<file path="config.mk">
export PLATFORM = sky130hd
export DESIGN_NAME = pwm_capture_flat
export DESIGN_NICKNAME = d
export VERILOG_FILES = /design/src/rtl/pwm_pkg.sv /design/src/rtl/pwm_capture_if.sv /design/src/rtl/pwm_in_sync.sv /design/src/rtl/pwm_capture.sv /design/src/flat_wrapper.sv
export SDC_FILE = /design/constraint.sdc
export NUM_CORES = 1
export LEC_CHECK = 0
export CAP_MARGIN = 20
export CORE_MARGIN = 2
export CORE_UTILIZATION = 55
export CTS_CLUSTER_DIAMETER = 40
export DETAILED_ROUTE_END_ITERATION = 12
export GPL_TIMING_DRIVEN = 0
export PLACE_DENSITY = 0.79
export RECOVER_POWER = 100
export SETUP_SLACK_MARGIN = 0.2
export SYNTH_ARGS = -nofsm -noshare
export SYNTH_HDL_FRONTEND = slang
export SYNTH_HIERARCHICAL = 1
export SYNTH_SLANG_ARGS = --single-unit
</file>
<file path="constraint.sdc">
create_clock -name clk -period 4.8 [get_ports clk]
set_input_delay 0.72 -clock clk [delete_from_list [all_inputs] [get_ports clk]]
set_output_delay 0.72 -clock clk [all_outputs]
set_load 0.02 [all_outputs]
</file>
<file path="src/rtl/pwm_pkg.sv">
// rtl/pwm_pkg.sv - shared constants and capture state type for the PWM blocks
//
// Purpose : common defaults and the input-capture FSM state encoding, shared
//           by the capture top, its interface and the pad synchronizer.
// Ports   : none (package)
package pwm_pkg;

  // Default width of prescaler, period and high-time counters/results.
  localparam int PWM_CNT_WIDTH = 8;

  // Default depth of the pad-input synchronizer (must be 2 or more).
  localparam int PWM_SYNC_STAGES = 2;

  // Input-capture states:
  //   IDLE - disabled, nothing tracked
  //   ARM  - enabled, waiting for the first rising edge to start a period
  //   HIGH - inside the high phase of a measured period
  //   LOW  - inside the low phase of a measured period
  typedef enum logic [1:0] {
    IDLE = 2'd0,
    ARM  = 2'd1,
    HIGH = 2'd2,
    LOW  = 2'd3
  } capture_state_e;

endpackage

</file>
<file path="src/rtl/pwm_capture_if.sv">
// rtl/pwm_capture_if.sv - control inputs and measurement results of pwm_capture
//
// Purpose : groups the capture block's control, pad input and result nets.
// Signals : enable      - capture enable; low forces the block idle
//           prescaler   - one tick every prescaler+1 clocks
//           pwm_in      - asynchronous PWM level from the input pad
//           period_meas - ticks from one rising edge to the next
//           high_meas   - ticks from rising edge to falling edge
//           meas_valid  - one-cycle strobe, new results present
//           timeout     - one-cycle strobe, period counter saturated
// Modports: master - the side that drives control and consumes results
//           slave  - the capture block itself
interface pwm_capture_if
  import pwm_pkg::*;
#(
  parameter int CNT_WIDTH = PWM_CNT_WIDTH
);

  logic                 enable;
  logic [CNT_WIDTH-1:0] prescaler;
  logic                 pwm_in;
  logic [CNT_WIDTH-1:0] period_meas;
  logic [CNT_WIDTH-1:0] high_meas;
  logic                 meas_valid;
  logic                 timeout;

  modport master (
    output enable,
    output prescaler,
    output pwm_in,
    input  period_meas,
    input  high_meas,
    input  meas_valid,
    input  timeout
  );

  modport slave (
    input  enable,
    input  prescaler,
    input  pwm_in,
    output period_meas,
    output high_meas,
    output meas_valid,
    output timeout
  );

endinterface

</file>
<file path="src/rtl/pwm_in_sync.sv">
// rtl/pwm_in_sync.sv - pad-input synchronizer with registered edge strobes
//
// Purpose : brings an asynchronous pad level into the clk domain through a
//           SYNC_STAGES flop chain, then an edge-detect register producing
//           one-cycle rise/fall strobes. Usable for any pad input.
// Ports   : clk   - core clock
//           reset - synchronous, active-high reset
//           din   - asynchronous input level
//           level - synchronized level (edge-detect register)
//           rise  - one-cycle strobe, level went 0 -> 1
//           fall  - one-cycle strobe, level went 1 -> 0
module pwm_in_sync
  import pwm_pkg::*;
#(
  parameter int SYNC_STAGES = PWM_SYNC_STAGES
) (
  input  logic clk,
  input  logic reset,
  input  logic din,
  output logic level,
  output logic rise,
  output logic fall
);

  logic [SYNC_STAGES-1:0] sync_q;
  logic                   sync_out;

  assign sync_out = sync_q[SYNC_STAGES-1];

  // The strobes are registered so every downstream consumer sees flop
  // outputs only; this adds one clock to the pad-to-strobe latency.
  always_ff @(posedge clk) begin
    if (reset) begin
      sync_q <= '0;
      level  <= 1'b0;
      rise   <= 1'b0;
      fall   <= 1'b0;
    end else begin
      sync_q <= {sync_q[SYNC_STAGES-2:0], din};
      level  <= sync_out;
      rise   <= sync_out & ~level;
      fall   <= ~sync_out & level;
    end
  end

endmodule

</file>
<file path="src/rtl/pwm_capture.sv">
// rtl/pwm_capture.sv - PWM input capture: period and high time in prescaled ticks
//
// Purpose : measures an external PWM waveform. Each completed cycle reports
//           period_meas/high_meas with a one-cycle meas_valid strobe; a
//           period that overflows the counter gives a one-cycle timeout.
// Ports   : clk   - core clock
//           reset - synchronous, active-high reset
//           bus   - pwm_capture_if.slave: enable, prescaler, pwm_in in;
//                   period_meas, high_meas, meas_valid, timeout out
module pwm_capture
  import pwm_pkg::*;
#(
  parameter int CNT_WIDTH   = PWM_CNT_WIDTH,
  parameter int SYNC_STAGES = PWM_SYNC_STAGES
) (
  input  logic         clk,
  input  logic         reset,
  pwm_capture_if.slave bus
);

  localparam logic [CNT_WIDTH-1:0] CNT_MAX = '1;
  localparam logic [CNT_WIDTH-1:0] CNT_ONE = CNT_WIDTH'(1);

  // The synchronized level is available for other pad users; capture
  // itself works purely from the edge strobes.
  logic unused_level;
  logic rise;
  logic fall;

  pwm_in_sync #(
    .SYNC_STAGES(SYNC_STAGES)
  ) u_pwm_in_sync (
    .clk  (clk),
    .reset(reset),
    .din  (bus.pwm_in),
    .level(unused_level),
    .rise (rise),
    .fall (fall)
  );

  capture_state_e       state_q, state_d;
  logic [CNT_WIDTH-1:0] pcnt_q, pcnt_d, pcnt_run;
  logic [CNT_WIDTH-1:0] cnt_q, cnt_d, cnt_run;
  logic [CNT_WIDTH-1:0] high_q, high_d;
  logic [CNT_WIDTH-1:0] period_meas_q, period_meas_d;
  logic [CNT_WIDTH-1:0] high_meas_q, high_meas_d;
  logic                 meas_valid_q, meas_valid_d;
  logic                 timeout_q, timeout_d;
  logic                 tick;
  logic                 saturate;

  // Tick and free-running counter updates. A rising edge realigns the
  // prescaler phase: the rise cycle itself is the first clock of the new
  // span, so it only ticks when every clock is a tick. This makes a span
  // of N clocks count exactly floor(N/(prescaler+1)) ticks.
  always_comb begin : tick_gen
    tick     = 1'b0;
    pcnt_run = pcnt_q;
    cnt_run  = cnt_q;
    if (rise) begin
      tick     = (bus.prescaler == '0);
      pcnt_run = tick ? '0 : CNT_ONE;
      cnt_run  = tick ? CNT_ONE : '0;
    end else begin
      tick     = (pcnt_q == bus.prescaler);
      pcnt_run = tick ? '0 : pcnt_q + CNT_ONE;
      cnt_run  = cnt_q + (tick ? CNT_ONE : '0);
    end
  end

  // The next tick would wrap the period counter. A rise in the same cycle
  // wins, so a published period can reach CNT_MAX but never wraps.
  assign saturate = !rise && tick && (cnt_q == CNT_MAX);

  always_comb begin : fsm_next
    state_d       = state_q;
    pcnt_d        = pcnt_run;
    cnt_d         = cnt_run;
    high_d        = high_q;
    period_meas_d = period_meas_q;
    high_meas_d   = high_meas_q;
    meas_valid_d  = 1'b0;
    timeout_d     = 1'b0;

    if (!bus.enable) begin
      state_d = IDLE;
      pcnt_d  = '0;
      cnt_d   = '0;
    end else begin
      case (state_q)
        IDLE: begin
          state_d = ARM;
          pcnt_d  = '0;
          cnt_d   = '0;
        end

        // First edge only starts a period; cnt_run already holds the
        // restarted count for the rise cycle.
        ARM: begin
          if (rise) begin
            state_d = HIGH;
          end else begin
            cnt_d = '0;
          end
        end

        // A rise while still HIGH means the low phase was too short to be
        // sampled: report the whole period as high time.
        HIGH: begin
          if (rise) begin
            period_meas_d = cnt_q;
            high_meas_d   = cnt_q;
            meas_valid_d  = 1'b1;
          end else if (saturate) begin
            timeout_d = 1'b1;
            cnt_d     = '0;
            state_d   = ARM;
          end else if (fall) begin
            high_d  = cnt_q;
            state_d = LOW;
          end
        end

        LOW: begin
          if (rise) begin
            period_meas_d = cnt_q;
            high_meas_d   = high_q;
            meas_valid_d  = 1'b1;
            state_d       = HIGH;
          end else if (saturate) begin
            timeout_d = 1'b1;
            cnt_d     = '0;
            state_d   = ARM;
          end
        end

        default: begin
          state_d = IDLE;
        end
      endcase
    end
  end

  always_ff @(posedge clk) begin
    if (reset) begin
      state_q       <= IDLE;
      pcnt_q        <= '0;
      cnt_q         <= '0;
      high_q        <= '0;
      period_meas_q <= '0;
      high_meas_q   <= '0;
      meas_valid_q  <= 1'b0;
      timeout_q     <= 1'b0;
    end else begin
      state_q       <= state_d;
      pcnt_q        <= pcnt_d;
      cnt_q         <= cnt_d;
      high_q        <= high_d;
      period_meas_q <= period_meas_d;
      high_meas_q   <= high_meas_d;
      meas_valid_q  <= meas_valid_d;
      timeout_q     <= timeout_d;
    end
  end

  assign bus.period_meas = period_meas_q;
  assign bus.high_meas   = high_meas_q;
  assign bus.meas_valid  = meas_valid_q;
  assign bus.timeout     = timeout_q;

endmodule

</file>
<file path="src/flat_wrapper.sv">
// flat-port wrapper written by rule: the top's interface ports become plain ports
module pwm_capture_flat import pwm_pkg::*;
#(
  parameter int CNT_WIDTH   = PWM_CNT_WIDTH,
  parameter int SYNC_STAGES = PWM_SYNC_STAGES
)
  (clk, reset, bus_enable, bus_prescaler, bus_pwm_in, bus_period_meas, bus_high_meas, bus_meas_valid, bus_timeout);
  pwm_capture_if #(.CNT_WIDTH(CNT_WIDTH)) bus_i ();
  input  logic clk;
  input  logic reset;
  input wire logic [$bits(bus_i.enable)-1:0] bus_enable;
  input wire logic [$bits(bus_i.prescaler)-1:0] bus_prescaler;
  input wire logic [$bits(bus_i.pwm_in)-1:0] bus_pwm_in;
  output wire logic [$bits(bus_i.period_meas)-1:0] bus_period_meas;
  output wire logic [$bits(bus_i.high_meas)-1:0] bus_high_meas;
  output wire logic [$bits(bus_i.meas_valid)-1:0] bus_meas_valid;
  output wire logic [$bits(bus_i.timeout)-1:0] bus_timeout;
  assign bus_i.enable = bus_enable;
  assign bus_i.prescaler = bus_prescaler;
  assign bus_i.pwm_in = bus_pwm_in;
  assign bus_period_meas = bus_i.period_meas;
  assign bus_high_meas = bus_i.high_meas;
  assign bus_meas_valid = bus_i.meas_valid;
  assign bus_timeout = bus_i.timeout;
  pwm_capture #(.CNT_WIDTH(CNT_WIDTH), .SYNC_STAGES(SYNC_STAGES)) u_core (.clk(clk), .reset(reset), .bus(bus_i));
endmodule
</file>
==> results of run 1 <==
[area by class of cell]
cell class                 instances  area [µm²]
fill                             354        1264
timing repair buffer              29       290.3
tap                               50       62.56
multi-input combinational        189        1194
inverter                          11       41.29
buffer                            20       100.1
clock buffer                       6       82.58
sequential                        49       980.9
clock inverter                     2       13.76
[logic make-up (layout without fill, tap and decap cells)]
logic type / count (synthesis) / count (layout)
simple gates: 128 / 128
buf+inv: 31 / 68
fa+ha+maj: 3 / 3
compound gates: 38 / 38
flops: 49 / 49
xor+xnor: 20 / 20
[worst max-delay path, cell delays in order]
cell and delay [ns]:
dlygate4sd3_1 0.56, xnor2_1 0.24, nand4_1 0.14, nor2_1 0.52, ha_1 0.31, ha_1 0.21
inv_1 0.05, nor2_1 0.15, xnor2_1 0.17, nor3_2 0.05
[power breakdown]
| part | total, µW | switching (µW) | internal, µW |
|---|---|---|---|
| combinational | 33.8 | 18.5 | 15.3 |
| clock | 252 | 135 | 117 |
| sequential | 410 | 1.53 | 408 |
| total | 695 | 155 | 540 |
[cell usage in the layout (no fill, tap or decap), drive strengths merged]
cell type and count:
and3 4, o211ai 8, ha 3, nor2 31, o32ai 1, xor2 7
or4 2, nor4bb 1, nand3 20, inv 11, nand2b 1, and4 2
a21oi 9, and2 1, o32a 7, or3 1, a311oi 8, nor2b 4
xnor2 13, nand4 19, clkinv 2, clkbuf 16, nand2 28, dlygate4sd3 21
buf 10, dfxtp 49, nor3 10, nor3b 3, o41a 1, nand4b 1
o21ai 4, clkdlybuf4s50 8
[metrics by stage]
stage	setup slack (ns)	cell area (µm²)
after floorplan	2.540	2331
after global placement	1.704	2684
after detailed placement	1.696	2684
after CTS	1.935	2780
after global routing	1.596	2765
final	1.849	2765
[worst max-delay path by stage]
stage	slack [ns]	endpoint	cells after the start	startpoint
floorplan	2.54	u_core/cnt_q[6]	9	bus_prescaler[2]
global placement	1.70	u_core/cnt_q[6]	10	bus_prescaler[7]
detailed placement	1.70	u_core/cnt_q[6]	10	bus_prescaler[2]
CTS	1.93	u_core/cnt_q[6]	10	bus_prescaler[3]
global route	1.60	u_core/cnt_q[6]	10	bus_prescaler[2]
finish	1.85	u_core/cnt_q[6]	10	bus_prescaler[2]
[metal layers]
metal / track usage (%) / wire length [µm] / share of wire [%]
met1: 27.86 / 2327 / 45
met4: 6.100 / 13 / 0.25
met3: 5.556 / 350 / 6.8
met2: 38.68 / 2473 / 48
met5: 0 / 0 / 0
[sequential cells by signal, summed over array words and instances, names as in the netlist]
signal	flops
u_core/u_pwm_in_sync/fall	1
u_core/bus.period_meas	8
u_core/cnt_q	8
u_core/u_pwm_in_sync/rise	1
u_core/u_pwm_in_sync/sync_q	2
u_core/u_pwm_in_sync/level	1
u_core/bus.meas_valid	1
u_core/pcnt_q	8
u_core/high_q	8
u_core/state_q	2
u_core/bus.timeout	1
u_core/bus.high_meas	8
==> results.ini, run 1 <==
[yosys]
synth_xor_xnor_area_share_pct = 7.515
ys_warn_count = 6
synth_top_area_share_pct = 42.08
ys.flop_type = dfxtp_1
async_flop_share_pct = 0
synth_top_family_by_area = simple AND/OR/NAND/NOR gates
ys_seq_area_share_pct = 42.08
synth_compound_area_share_pct = 12.24
yosysMostFrequentCell = dfxtp_1
synth-simple-area-share_pct = 30.06
yosys.area.top_type = dfxtp_1
synth_fp_nets = 284
synthMuxAreaShare_pct = 0
synth_cells = 269
synth.avg_cell_area_um2 = 8.665
synth_area_leaders = dfxtp_1, nor2_1, xnor2_1, nand4_1, nand2_1
synthDistinctLibCells = 36
syn_area_um2 = 2331
synthTopCellsByCount = dfxtp_1, nor2_1, nand2_1
synthAdderAreaFrac_pct = 1.610
synth_edf_count = 0
ys_seq_elements = 49

[critical_path]
cp.required_ns = 4.98
reg2reg_depth = 9
rrSetupSlack_ns = 2.47
r2r-end = u_core/cnt_q[6]
cp_max_fo = 8
timing.rr.start = u_core/pcnt_q[0]
worstSetupEndpointType = register
worstSetupPathType = primary input to register
worstSetupStartpointType = primary input
cp.arrival_ns = 3.13

[global_route]
track_usage_pct = 22.44
grt_pass1_vias = 1948
grt_overflow = 0
grt_pass1_wl_um = 8790
grt_max_degree = 16
antenna_found_initial = 0

[hold_path]
hold_depth = 1
hold_path_class = register to register
worstHoldEndpoint = u_core/u_pwm_in_sync/rise
worstHoldStart = u_core/u_pwm_in_sync/level

[sta]
slew_headroom_pct = 40.96
clock_skew_ns = 0.01264
setup-violations-final = 0
fin_tns_setup_ns = 0
max_freq_mhz = 338.8
min_period_ns = 2.951
hold_viol = 0
rsz0062_at_grt = false
worst_pin_slew_ns = 0.8764
finalCritPeriodShare_pct = 61.49
hold_ws_ns = 0.4174
slew_viol_final = 0

[cts]
cts-root-buf = clkbuf_8
ctsResizeCount = 0
insertion_delay_ns = 0.30
cts.sinks = 49
cts_tree = done
cts_hold_buf = 0
clockBufferDepth = 2
path_clk_slew_ns = 0.09
postCtsSetupBuffers = 0
htree_levels = 2
cts_made_buffers = 5

[place]
portBuffers = 29
globalplace.congestion = 0.8349
hpwl_um = 3694
dp_cells = 348

[finish]
antennaDiodeCount = 0
nNetsFinal = 320
final_layout_size_suffix_gt1_share_pct = 9.804
fin_cells = 356
synthToLayoutAreaGrowth_pct = 18.63
post-route-util_pct = 68.63

[status]
status = finished clean

[die]
rows = 23
dieArea_um2 = 4775
fp.dieH_um = 69.10
pin_count = 30
dieWidth_um = 69.10
core_um2 = 4029
initial_core_util_pct = 57.86

[detailed_routing]
first_pass_iters = 5
vias_per_cell = 5.778
drc = 0
final_antenna_net_count = 0
drt-wirelength-per-cell_um = 14.51
dr.first_iter.drc_count = 151
wl_um = 5165
vias = 2057

[power_and_ir_drop]
fin_total_pwr_uw = 695.3
p_leak_uw = 0.0009226
powerDensity_nw_per_um2 = 251.5
vdd.ir_drop.worst_v = 0.0001887

[run]
drv_cap = 0

Power figures use the tool's default switching activity.
==> run 2: changes to the inputs <==
--- a/config.mk
+++ b/config.mk
@@ -7,11 +7,11 @@
 export LEC_CHECK = 0
 export CAP_MARGIN = 20
 export CORE_MARGIN = 2
-export CORE_UTILIZATION = 55
+export CORE_UTILIZATION = 49
 export CTS_CLUSTER_DIAMETER = 40
 export DETAILED_ROUTE_END_ITERATION = 12
 export GPL_TIMING_DRIVEN = 0
-export PLACE_DENSITY = 0.79
+export PLACE_DENSITY = 0.75
 export RECOVER_POWER = 100
 export SETUP_SLACK_MARGIN = 0.2
 export SYNTH_ARGS = -nofsm -noshare
==> constraint.sdc (replaced) <==
create_clock -name clk -period 2.47 [get_ports clk]
set_input_delay 0.3705 -clock clk [delete_from_list [all_inputs] [get_ports clk]]
set_output_delay 0.3705 -clock clk [all_outputs]
set_load 0.02 [all_outputs]
==> results.ini, run 2 (synthesis gave the netlist of run 1 again) <==
[critical_path]
timing.rr.start = u_core/pcnt_q[0]
worstSetupEndpointType = register
cp_max_fo = 9
cp.arrival_ns = 2.40
worstSetupStartpointType = primary input
slowest_stage = dlygate4sd3_1
cpLargestDelayFamily = buffers and inverters
path_buf_inv = 3
worstSetupPathType = primary input to register
cp.required_ns = 2.65
slowest_delay_ns = 0.61
crit_top_cell = clkbuf_1
worstPathCellList = dlygate4sd3_1 -> nor4bb_1 -> clkbuf_1 -> and2_0 -> clkbuf_1 -> o32a_1 -> o211ai_1
critPathLaunch = bus_enable

[global_route]
grt_max_degree = 16
track_usage_pct = 20.40
grt_pass1_wl_um = 8466
antenna_found_initial = 0
grt_overflow = 0
grt_pass1_vias = 1800

[cts]
insertion_delay_ns = 0.30
htree_levels = 2
cts_tree = done
clockBufferDepth = 2
cts_made_buffers = 5
cts-root-buf = clkbuf_8
cts.sinks = 49
path_clk_slew_ns = 0.09

[sta]
setup-violations-final = 0
fin_tns_setup_ns = 0
max_freq_mhz = 452.0
rsz0062_at_grt = false
min_period_ns = 2.213
slew_headroom_pct = 39.99
clock_skew_ns = 0.006612
worst_pin_slew_ns = 0.8908
hold_viol = 0
slew_viol_final = 0
finalCritPeriodShare_pct = 89.57

[hold_path]
hold_path_class = register to register
worstHoldStart = u_core/u_pwm_in_sync/level

[power_and_ir_drop]
p_switching_uw = 308.2
p_seq_share_pct = 54.5
powerDensity_nw_per_um2 = 523.9
pwr-share-clk_pct = 41.0
p_leak_uw = 0.0009262
pwr-share-comb_pct = 4.5
intPower_uw = 1153
switching_share_pct = 21.10
vdd.ir_drop.worst_v = 0.0002392

[detailed_routing]
drt-wirelength-per-cell_um = 14.08
final_antenna_net_count = 0
drc = 0
vias_per_cell = 5.695
wl_um = 5083
first_pass_iters = 4
dr.first_iter.drc_count = 178
vias = 2056

[finish]
final_common_cell = dfxtp_1
final_cell_mix = dfxtp_1, nor2_1, nand2_1, dlygate4sd3_1, nand3_1
fin_cells = 361
final_layout_size_suffix_gt1_share_pct = 8.795
antennaDiodeCount = 0
nNetsFinal = 321
synthToLayoutAreaGrowth_pct = 19.65

[die]
core_um2 = 4661
fp.dieH_um = 72.97
rows = 25
pin_count = 30
dieArea_um2 = 5325
dieWidth_um = 72.97
initial_core_util_pct = 50.01

[status]
status = finished clean

[place]
hpwl_um = 3507
dp_cells = 352
globalplace.congestion = 0.8363
portBuffers = 29

[run]
drv_cap = 0

==> run 2: final cells by class <==
class	count	area, µm²
buffer	20	97.59
clock buffer	6	82.58
clock inverter	2	37.54
fill	454	1872
inverter	11	41.29
multi-input combinational	189	1184
sequential	49	980.9
tap	54	67.56
timing repair buffer	30	297.8
==> run 2: power by group through the flow <==
| stage | sequential [µW] | clock, µW | combinational [µW] |
|---|---|---|---|
| finish | 797 | 599 | 65.6 |
| global route | 797 | 637 | 71.8 |
| CTS | 796 | 613 | 66.5 |
| detailed placement | 815 | 0 | 65.7 |
| global placement | 815 | 0 | 64.9 |
| floorplan | 814 | 0 | 34.3 |
==> run 2: repair_timing <==
item                                    in CTS  in global routing
endpoints found under the setup margin       6                  2
buffers inserted                             0                  1
resized for setup                            2                  0
pin swaps                                    0                  1
hold buffers                                 0                  0
==> run 2: path summary, 6_finish.rpt <==
| kind | endpoint | slack [ns] | cells past startpoint |
|---|---|---|---|
| max | u_core/high_q[4] | 0.26 | 7 |
| min | u_core/u_pwm_in_sync/rise | 0.42 | 1 |
| max reg2reg | u_core/cnt_q[6] | 0.42 | 9 |
| min reg2reg | u_core/u_pwm_in_sync/rise | 0.42 | 1 |
==> run 2: metal layers <==
layer  GRT usage [%]  wire length, µm
met5               0                0
met4           8.025               61
met3           4.972              319
met2           31.72             2337
met1           27.30             2365
==> run 2: per-stage QoR <==
step                hold slack, ns  total power, µW  worst slack, ns  area (µm²)  util, %
floorplan                   0.3872            848.6           0.5598        2331        -
CTS                         0.4189             1476           0.2389        2816    60.43
global route                0.4477             1505           0.1295        2789    59.84
finish                      0.4200             1461           0.2575        2789    59.84
global placement            0.3983            879.8          -0.3065        2689    57.69
detailed placement          0.4052            880.7          -0.3553        2689    57.69
==> run 2: worst reg2reg max path, cell delays in order, from the launching register on <==
cell and delay [ns]:
dfxtp_1 0.47, xnor2_1 0.19, nand4_1 0.14, nor2_1 0.25, ha_1 0.26, ha_1 0.22
inv_1 0.05, nor2_1 0.13, xnor2_1 0.15, nor3_2 0.05
==> run 3: changes to the inputs <==
--- a/config.mk
+++ b/config.mk
@@ -5,6 +5,7 @@
 export SDC_FILE = /design/constraint.sdc
 export NUM_CORES = 1
 export LEC_CHECK = 0
+export ABC_AREA = 1
 export CAP_MARGIN = 20
 export CORE_MARGIN = 2
 export CORE_UTILIZATION = 49
==> results.ini, run 3 <==
[yosys]
ys.flop_type = dfxtp_1
synth_cells = 294
async_flop_share_pct = 0
ys_warn_count = 6
syn_area_um2 = 2196
synth_edf_count = 0
ys_seq_elements = 49
yosys.area.top_type = dfxtp_1
ys_seq_area_share_pct = 44.67
synth_top_area_share_pct = 44.67
synth_area_leaders = dfxtp_1, nand2_1, nor2_1, inv_1, a21oi_1
synthTopCellsByCount = nand2_1, nor2_1, dfxtp_1
synth_fp_nets = 309
yosysMostFrequentCell = nand2_1
synth.avg_cell_area_um2 = 7.469
synthDistinctLibCells = 32

[cts]
insertion_delay_ns = 0.30
clockBufferDepth = 2
postCtsSetupBuffers = 0
cts_tree = done
path_clk_slew_ns = 0.09
cts_made_buffers = 5
cts-root-buf = clkbuf_8
htree_levels = 2
cts.sinks = 49

[critical_path]
worstSetupStartpointType = primary input
rrSetupSlack_ns = 0.23
crit_top_cell = a21oi_1
slowest_stage = nor3_1
timing.rr.start = u_core/u_pwm_in_sync/rise
worstSetupEndpointType = register
cp.arrival_ns = 2.44
cp.required_ns = 2.66
slowest_delay_ns = 0.85
worstSetupPathType = primary input to register
cp_max_fo = 10
critPathLaunch = bus_enable
worstPathCellList = clkdlybuf4s50_1 -> inv_1 -> nor3_1 -> inv_2 -> clkbuf_2 -> a21oi_1 -> a21oi_1

[detailed_routing]
final_antenna_net_count = 0
dr.first_iter.drc_count = 135
drt-wirelength-per-cell_um = 11.67
wl_um = 4469
drc = 0
vias = 1922
vias_per_cell = 5.018
first_pass_iters = 4

[die]
core_um2 = 4324
fp.dieH_um = 70.94
dieArea_um2 = 5032
dieWidth_um = 70.94
rows = 24
pin_count = 30
initial_core_util_pct = 50.78

[finish]
final_cell_mix = nand2_1, nor2_1, dfxtp_1, inv_1
nNetsFinal = 345
antennaDiodeCount = 0
final_common_cell = nand2_1
n_fill_cell = 431
final_layout_size_suffix_gt1_share_pct = 7.553
synthToLayoutAreaGrowth_pct = 18.63

[status]
status = finished clean

[run]
drv_cap = 0

[global_route]
grt_pass1_vias = 1789
antenna_found_initial = 0
grt_overflow = 0
track_usage_pct = 19.23
grt_pass1_wl_um = 7769
grt_max_degree = 15

[place]
hpwl_um = 3334
portBuffers = 29
globalplace.congestion = 0.8729

[power_and_ir_drop]
vdd.ir_drop.worst_v = 0.0004888
p_leak_uw = 0.001121
powerDensity_nw_per_um2 = 565.0

[sta]
clock_skew_ns = 0.009232
max_freq_mhz = 446.1
slew_headroom_pct = 25.14
fin_tns_setup_ns = 0
worst_pin_slew_ns = 1.114
slew_viol_final = 0
finalCritPeriodShare_pct = 90.76
setup-violations-final = 0
rsz0062_at_grt = false
hold_viol = 0
min_period_ns = 2.242
hold_ws_ns = 0.4114

[hold_path]
hold_path_class = register to register
worstHoldStart = u_core/u_pwm_in_sync/sync_q[0]

run 3: cell types whose count changed in the layout (fill, tap and decap cells not counted), moves of 10 or more:
cell,previous run,this run
nor2_1,31,56
nand4_1,18,3
nand2_1,28,59
nand3_1,20,9
o21ai_1,0,15
inv_1,11,28
a21oi_1,9,19
run 3: power by group:
part / total [µW] / switching (µW) / internal [µW]
Clock: 584 / 253 / 330
Combinational: 84.8 / 47.8 / 37.0
Sequential: 803 / 7.04 / 796
Total: 1470 / 308 / 1160
run 3: cell families (layout without fill, tap and decap cells):
kind of cell / after synthesis / count (layout) / share of synthesized area [%]
adders and majority gates: 3 / 3 / 1.710
and+or+nand+nor: 144 / 144 / 29.91
DFF: 49 / 49 / 44.67
AOI/OAI and AO/OA: 47 / 47 / 11.40
buffers and inverters: 39 / 76 / 7.521
xor gates and xnor gates: 12 / 12 / 4.786
run 3: worst paths after layout:
kind	cells past startpoint	end
worst max-delay path	7	u_core/bus.high_meas[1]
worst min-delay path	2	u_core/u_pwm_in_sync/sync_q[1]
worst max register to register	7	u_core/bus.high_meas[1]
worst min register to register	2	u_core/u_pwm_in_sync/sync_q[1]
run 3: critical path: cells and delay by family:
family	cells	cell delay [ns]
AOI/OAI and AO/OA	2	0.24
buffers and inverters	4	0.96
and+or+nand+nor	1	0.85
run 3: cell type report:
| type | instances | area (µm²) | area share (%) |
|---|---|---|---|
| inverters | 33 | 128.9 | 4.947 |
| clock buffers | 7 | 86.33 | 3.314 |
| repair buffers | 29 | 290.3 | 11.14 |
| plain buffers | 6 | 26.28 | 1.009 |
| multi-input cells | 206 | 997.2 | 38.28 |
| well taps | 52 | 65.06 | 2.498 |
| clock inverters | 1 | 30.03 | 1.153 |
| flip-flops and latches | 49 | 980.9 | 37.66 |
run 3: routing by layer:
| layer | track usage (%) | vias up | wire length (µm) |
|---|---|---|---|
| li1 | - | 1007 | - |
| met5 | 0 | - | 0 |
| met4 | 5.870 | 0 | 37 |
| met3 | 3.846 | 4 | 168 |
| met2 | 31.36 | 34 | 2126 |
| met1 | 25.85 | 877 | 2137 |
run 3: timing repair:
| item | 4_1_cts | 5_1_grt |
|---|---|---|
| setup endpoints to repair | 0 | 1 |
| hold buffers | 0 | 0 |
| gates resized for setup | 0 | 1 |
run 3: through the flow:
step	setup slack (ns)	total power, µW	util [%]	cell area, µm²	cells
2_1_floorplan	0.8128	873.4	-	2196	294
3_3_place_gp	0.1362	907.9	59.00	2551	375
3_5_place_dp	0.09059	909.9	59.00	2551	375
4_1_cts	0.4087	1493	61.69	2668	383
5_1_grt	0.1524	1534	60.24	2605	383
6_report	0.2281	1472	60.24	2605	383
==> variant 1: new RTL, config.mk and constraints of run 2 <==
Set the package constant `PWM_CNT_WIDTH` to 6 (it was 8).
--- a/src/rtl/pwm_pkg.sv
+++ b/src/rtl/pwm_pkg.sv
@@ -6,7 +6,7 @@
 package pwm_pkg;
 
   // Default width of prescaler, period and high-time counters/results.
-  localparam int PWM_CNT_WIDTH = 8;
+  localparam int PWM_CNT_WIDTH = 6;
 
   // Default depth of the pad-input synchronizer (must be 2 or more).
   localparam int PWM_SYNC_STAGES = 2;
Interface: changed (resized bus_high_meas, bus_period_meas and bus_prescaler); port bits go from 30 to 24. No check against the original RTL was run, so the function may have changed too.
==> variant 1 against run 2 <==
  * Via count shrank 35%
  * Sequential power fell by 20%
  * Total power down 32%
  * Clock skew increased by 5.5 ps
  * Routed wire length is 36% lower
  * Sequential cell count down 10
  * Global-route usage down 1.3 points
  * Design area decreased by 29%
  * Die area down 28%
  * Count of clock-buffer cells in the layout up 1
  * Synthesized area fell by 29%
  * Worst setup slack got worse by 28 ps
==> variant 1: results (changes against run 2) <==
* Worst clock skew: 12.1 ps (+5.49 ps)
- Count of vias placed by the detailed router: 1337 (-35%)
- The post-synthesis adder-cell area fraction is 2.28% (+0.67 points).
- Largest voltage drop on the vdd net: 0.446 mV (+87%)
- The number of inserted filler cells in the final layout is 302 (-33%).
- Clock root cell: sky130_fd_sc_hd__clkbuf_4
- Wire length on met1: 1420 um (-40%)
- Mapped Nets: 196 (-31%)
- Leakage power: 0.699 nW (-25%)
* Met1 routing resource usage after global routing: 22.1% (-5.2 points)
- Largest cells by area after synthesis: sky130_fd_sc_hd__dfxtp_1 (47%), sky130_fd_sc_hd__xor2_1 (5.3%), sky130_fd_sc_hd__nand2_1 (5.2%)
* Count of distinct cell types in the synthesized netlist: 35 (-2.8%)
- Global routing met3 resource utilization: 3.73% (-1.2 points)
- The number of buffers inserted by port buffering is 23 (-21%).
- In this run the worst hold path is classified as flop to flop.
- The aggregate routed wire length is 3240 um (-36%).
- The run finished with clean final reports.
- Largest net degree at the start of global routing: 12 (-4)
- Placer's final routability congestion estimate: 0.767 (-8.3%)
- Max-slew headroom: 70.6% (+31 points)
* CP peak stage delay: 570 ps (-40 ps)
* Total Negative Setup Slacks: 0 ps (unchanged)
* First-pass GRT wire length: 5350 um (-37%)
- The multiplexer share of the synthesized area was 3.64% (+3.6 points).
* Clock buffer depth: 2 (unchanged)
- Post-detailed-placement half-perimeter wirelength: 2380 um (-32%)
- The arrival time at the worst endpoint is 2530 ps (+130 ps).
- Initial antenna violation count: 0 (unchanged)
- The number of gates resized after cts came to 0 (-2).
* Most common library cells after synthesis: sky130_fd_sc_hd__dfxtp_1 (39), sky130_fd_sc_hd__nand2_1 (23), sky130_fd_sc_hd__nor2_1 (21)
- The wire length on met3 was 158 um (-50%).
- Seq/Total Area, Yosys: 47.4% (+5.3 points)
- The met2 routed wirelength was 1600 um (-32%).
- The number of design-rule violations left by the first detailed-router iteration is 49 (-72%).
- Clock slew at the register clock pins of the worst setup and hold paths: 110 ps (+20 ps)
- Share of final-layout standard cells stronger than drive strength 1: 4.67% (-4.1 points)
- Peak fanout along the critical path: 6 (-3)
* Worst-skew pair later-pin latency: 340 ps (+40 ps)
- Via count of the first global-routing pass: 1244 (-31%)
* Reg-to-reg slack, setup: 480 ps (+60 ps)
- The met2 global-route usage is 32.7% (+1.0 points).
* Number of enable flip-flop cells after synthesis: 0 (unchanged)
- The post-layout net count is 226 (-30%).
- The synthesized-area fraction occupied by ao, oa, aoi and oai cells was 9.26% (-3.0 points).
- The combined global-route utilization of all metal layers was 19.1% (-1.3 points).
- The synthesized-area fraction occupied by xor and xnor cells came to 7.44% (-0.074 points).
variant 1: metrics by stage:
stage / instances / area [um2] / hold WS, ps / util (%) / worst slack [ps]
after floorplan: 183 / 1650 / 387 / - / 637
final: 260 / 1990 / 439 / 60.6 / 229
after CTS: 260 / 1990 / 443 / 60.5 / 379
after detailed placement: 252 / 1940 / 428 / 58.9 / 6.58
after global placement: 252 / 1940 / 396 / 58.9 / 54.7
after global routing: 260 / 1990 / 462 / 60.6 / 97.7
variant 1: cells by family (layout without fill, tap and decap cells):
family	after synthesis	in the layout
AND/OR/NAND/NOR	89	89
flip-flops	39	39
AO/OA/AOI/OAI	20	20
XOR/XNOR	14	14
buffers and inverters	12	43
multiplexers	6	6
adder cells (fa/ha/maj)	3	3
variant 1: area by class of cell:
cell class / instances / area (um2) / share of cell area (%)
Buffer: 10 / 38.8 / 1.95
Clock buffer: 7 / 45.0 / 2.26
Clock inverter: 1 / 5.00 / 0.251
Inverter: 2 / 7.51 / 0.377
Multi-Input combinational cell: 132 / 826 / 41.5
Sequential cell: 39 / 781 / 39.2
Tap cell: 46 / 57.6 / 2.89
Timing Repair Buffer: 23 / 230 / 11.6
variant 1: where the power goes:
group	internal [mW]	switching (mW)	total, mW
clock network	0.111	0.195	0.307
logic	0.0246	0.0229	0.0475
registers	0.633	0.00278	0.636
variant 1: path summary, 6_finish.rpt:
path                                                     start                         to  cells past startpoint
worst max-delay path                          bus_prescaler[4]            u_core/cnt_q[4]                     10
worst min-delay path            u_core/u_pwm_in_sync/sync_q[1]  u_core/u_pwm_in_sync/fall                      1
worst max register to register                u_core/pcnt_q[4]            u_core/cnt_q[4]                      9
worst min register to register  u_core/u_pwm_in_sync/sync_q[1]  u_core/u_pwm_in_sync/fall                      1
==> variant 2: new RTL, config.mk and constraints of run 2 <==
Made on the original files. Reset style: asynchronous (`reset`), changed in 2 clocked blocks. Comments in the files are not updated.
--- a/src/rtl/pwm_in_sync.sv
+++ b/src/rtl/pwm_in_sync.sv
@@ -29,7 +29,7 @@
 
   // The strobes are registered so every downstream consumer sees flop
   // outputs only; this adds one clock to the pad-to-strobe latency.
-  always_ff @(posedge clk) begin
+  always_ff @(posedge clk or posedge reset) begin
     if (reset) begin
       sync_q <= '0;
       level  <= 1'b0;
--- a/src/rtl/pwm_capture.sv
+++ b/src/rtl/pwm_capture.sv
@@ -141,7 +141,7 @@
     end
   end
 
-  always_ff @(posedge clk) begin
+  always_ff @(posedge clk or posedge reset) begin
     if (reset) begin
       state_q       <= IDLE;
       pcnt_q        <= '0;
Behaviour: differs if reset is asserted again (counterexample within 10 cycles, from zero or initial values and one cycle with reset high); with reset held inactive, the same outputs for 10 cycles.
==> variant 2 against run 2 <==
  * Design area grew 4.6%
  * Count of clock-buffer cells in the layout is the same
  * Fmax shrank 1.6%
  * Worst setup slack lost 36 ps
  * Synthesized cell count shrank 13%
  * Global-route usage grew 2.3 points
  * Sequential cell count is the same
  * Total power shrank 0.43%
  * Critical path depth grew 3
  * Cell count shrank 5.5%
  * Synthesized area grew 3.6%
  * Worst hold slack lost 45 ps
  * Routed wire length grew 9.0%
  * Critical endpoint is now u_core/cnt_q[6]
==> variant 2: results (changes against run 2) <==
- Count of distinct cell types in the synthesized netlist: 38 (+5.6%)
- The arrival time at the worst endpoint is 2430 ps (+30 ps).
- The number of buffers inserted during clock tree synthesis is 5 (unchanged).
* Largest voltage drop on the vdd net: 0.370 mV (+55%)
- 1st-pass router iterations: 6 (+2)
* Worst Setup Slack, final: 222 ps (-35.7 ps)
- The CTS clock-pin slew for the worst setup and hold paths came to 90 ps (about the same).
- The largest net degree at the start of global routing is 27 (+11).
* Mapped Nets: 248 (-13%)
* First-pass GRT wire length: 9360 um (+11%)
* Count of input and output buffers: 29 (unchanged)
- Count of yosys warnings during synthesis: 6 (unchanged)
- The mean instance size in the synthesized netlist was 10.4 um2 (+20%).
* Antenna cell count: 0 (unchanged)
- CP peak stage delay: 590 ps (-20 ps)
- Via count of the first global-routing pass: 1844 (+2.4%)
- The fraction of synthesis flops using an asynchronous set or reset pin came to 100% (+100 points).
* Share of final-layout standard cells stronger than drive strength 1: 11.3% (+2.5 points)
- Wirelength, routed: 5540 um (+9.0%)
- Max-slew headroom: 51.9% (+12 points)
- Total number of H-tree levels: 2 (unchanged)
- The run finished with clean final reports.
* Seq/Total Area, Yosys: 50.8% (+8.7 points)
- The depth of the worst hold-timing path came to 0 (-1).
* Minimum setup slack after placement: -375 ps (-20.1 ps)
* Kind of cell adding the most delay to the critical path: buffers and inverters
* Path category of the worst min-delay check: flop to flop
- The tree is rooted in a sky130_fd_sc_hd__clkbuf_8.
* R2R cell count: 5 (-4)
* Placer's final routability congestion estimate: 0.833 (-0.38%)
* Routed WL per cell: 16.3 um (+15%)
* Count of vias placed by the detailed router: 1928 (-6.2%)
- The internal reg-to-reg setup slack came to 330 ps (-90 ps).
- The largest individual stage delay along the critical path comes from the cell sky130_fd_sc_hd__dlygate4sd3_1.
* Post-placement cell count: 330 (-6.3%)
* Synth Flop Type: sky130_fd_sc_hd__dfrtp_1
- The number of design-rule violations left by the first detailed-router iteration came to 237 (+33%).
* Gr usage total: 22.7% (+2.3 points)
- The highest net fanout along the worst path was 10 (+1).
- Leakage power: 1.30 nW (+41%)
- By count the netlist is led by sky130_fd_sc_hd__dfrtp_1 (49), sky130_fd_sc_hd__o21ai_0 (19), sky130_fd_sc_hd__nand2_1 (14).
- Largest cells by area after synthesis: sky130_fd_sc_hd__dfrtp_1 (51%), sky130_fd_sc_hd__xnor2_1 (4.7%), sky130_fd_sc_hd__o21ai_0 (3.9%)
* Post-detailed-placement half-perimeter wirelength: 3810 um (+8.7%)
- Nets@finish: 288 (-10%)
- Worst clock skew: 5.16 ps (-1.46 ps)
==> variant 2: routing by layer <==
layer	GRT usage [%]	share of wire, %
met1	33.2	44
met2	35.1	47
met3	4.07	7.8
met4	5.86	1.2
met5	0	0
==> variant 2: final timing paths <==
kind	startpoint	to
min reg2reg	u_core/u_pwm_in_sync/sync_q[0]	u_core/u_pwm_in_sync/sync_q[1]
max	bus_prescaler[5]	u_core/cnt_q[6]
max in group asynchronous	reset	u_core/bus.high_meas[5]
max reg2reg	u_core/cnt_q[4]	u_core/cnt_q[0]
min	u_core/u_pwm_in_sync/sync_q[0]	u_core/u_pwm_in_sync/sync_q[1]
min in group asynchronous	reset	u_core/u_pwm_in_sync/sync_q[1]
==> variant 2: where the power goes <==
group          total, mW  switching (mW)  internal (mW)
Sequential         0.831          0.0139          0.817
Combinational      0.125          0.0755         0.0497
Clock              0.499           0.271          0.227
==> variant 2: kinds of logic (layout without fill, tap and decap cells) <==
group	count (synthesis)	in the layout	share of synthesized area (%)
AND/OR/NAND/NOR	85	85	20.2
flip-flops	49	49	50.8
AO/OA/AOI/OAI	49	49	13.1
multiplexers	7	7	3.26
adder cells (fa/ha/maj)	3	3	1.55
buffers and inverters	20	61	3.89
XOR/XNOR	20	20	7.25
==> variant 2: stage by stage <==
| step | hold slack, ps | power [mW] | instance area [um2] | setup TNS [ps] | util, % |
|---|---|---|---|---|---|
| 6_report | 375 | 1.45 | 2920 | 0 | 61.8 |
| 5_1_grt | 392 | 1.51 | 2920 | 0 | 61.8 |
| 4_1_cts | 316 | 1.47 | 2920 | 0 | 61.8 |
| 3_5_place_dp | 348 | 0.976 | 2810 | -1640 | 59.5 |
| 3_3_place_gp | 352 | 0.970 | 2790 | -1530 | 59.0 |
| 2_1_floorplan | 149 | 0.913 | 2410 | 0 | - |
==> variant 2: worst reg2reg max path, stage by stage (launching register included) <==
cell	delay [ps]
sky130_fd_sc_hd__dfrtp_1	500
sky130_fd_sc_hd__nand4_1	220
sky130_fd_sc_hd__or3_1	380
sky130_fd_sc_hd__clkbuf_1	270
sky130_fd_sc_hd__o31ai_4	450
sky130_fd_sc_hd__o32ai_1	180
==> variant 2: final cells by class <==
class / count / area (um2)
fillers: 396 / 1810
flip-flops and latches: 49 / 1230
multi-input cells: 164 / 1110
repair buffers: 33 / 314
well taps: 67 / 83.8
clock buffers: 6 / 82.6
plain buffers: 12 / 53.8
inverters: 8 / 30.0
clock inverters: 2 / 13.8
==> variant 2: what timing repair did <==
item | 4_1_cts | 5_1_grt
gates resized for setup | 2 | 7
pin swaps | 2 | 2
endpoints found under the hold margin | 0 | 0
setup endpoints to repair | 7 | 4
setup buffers | 1 | 2
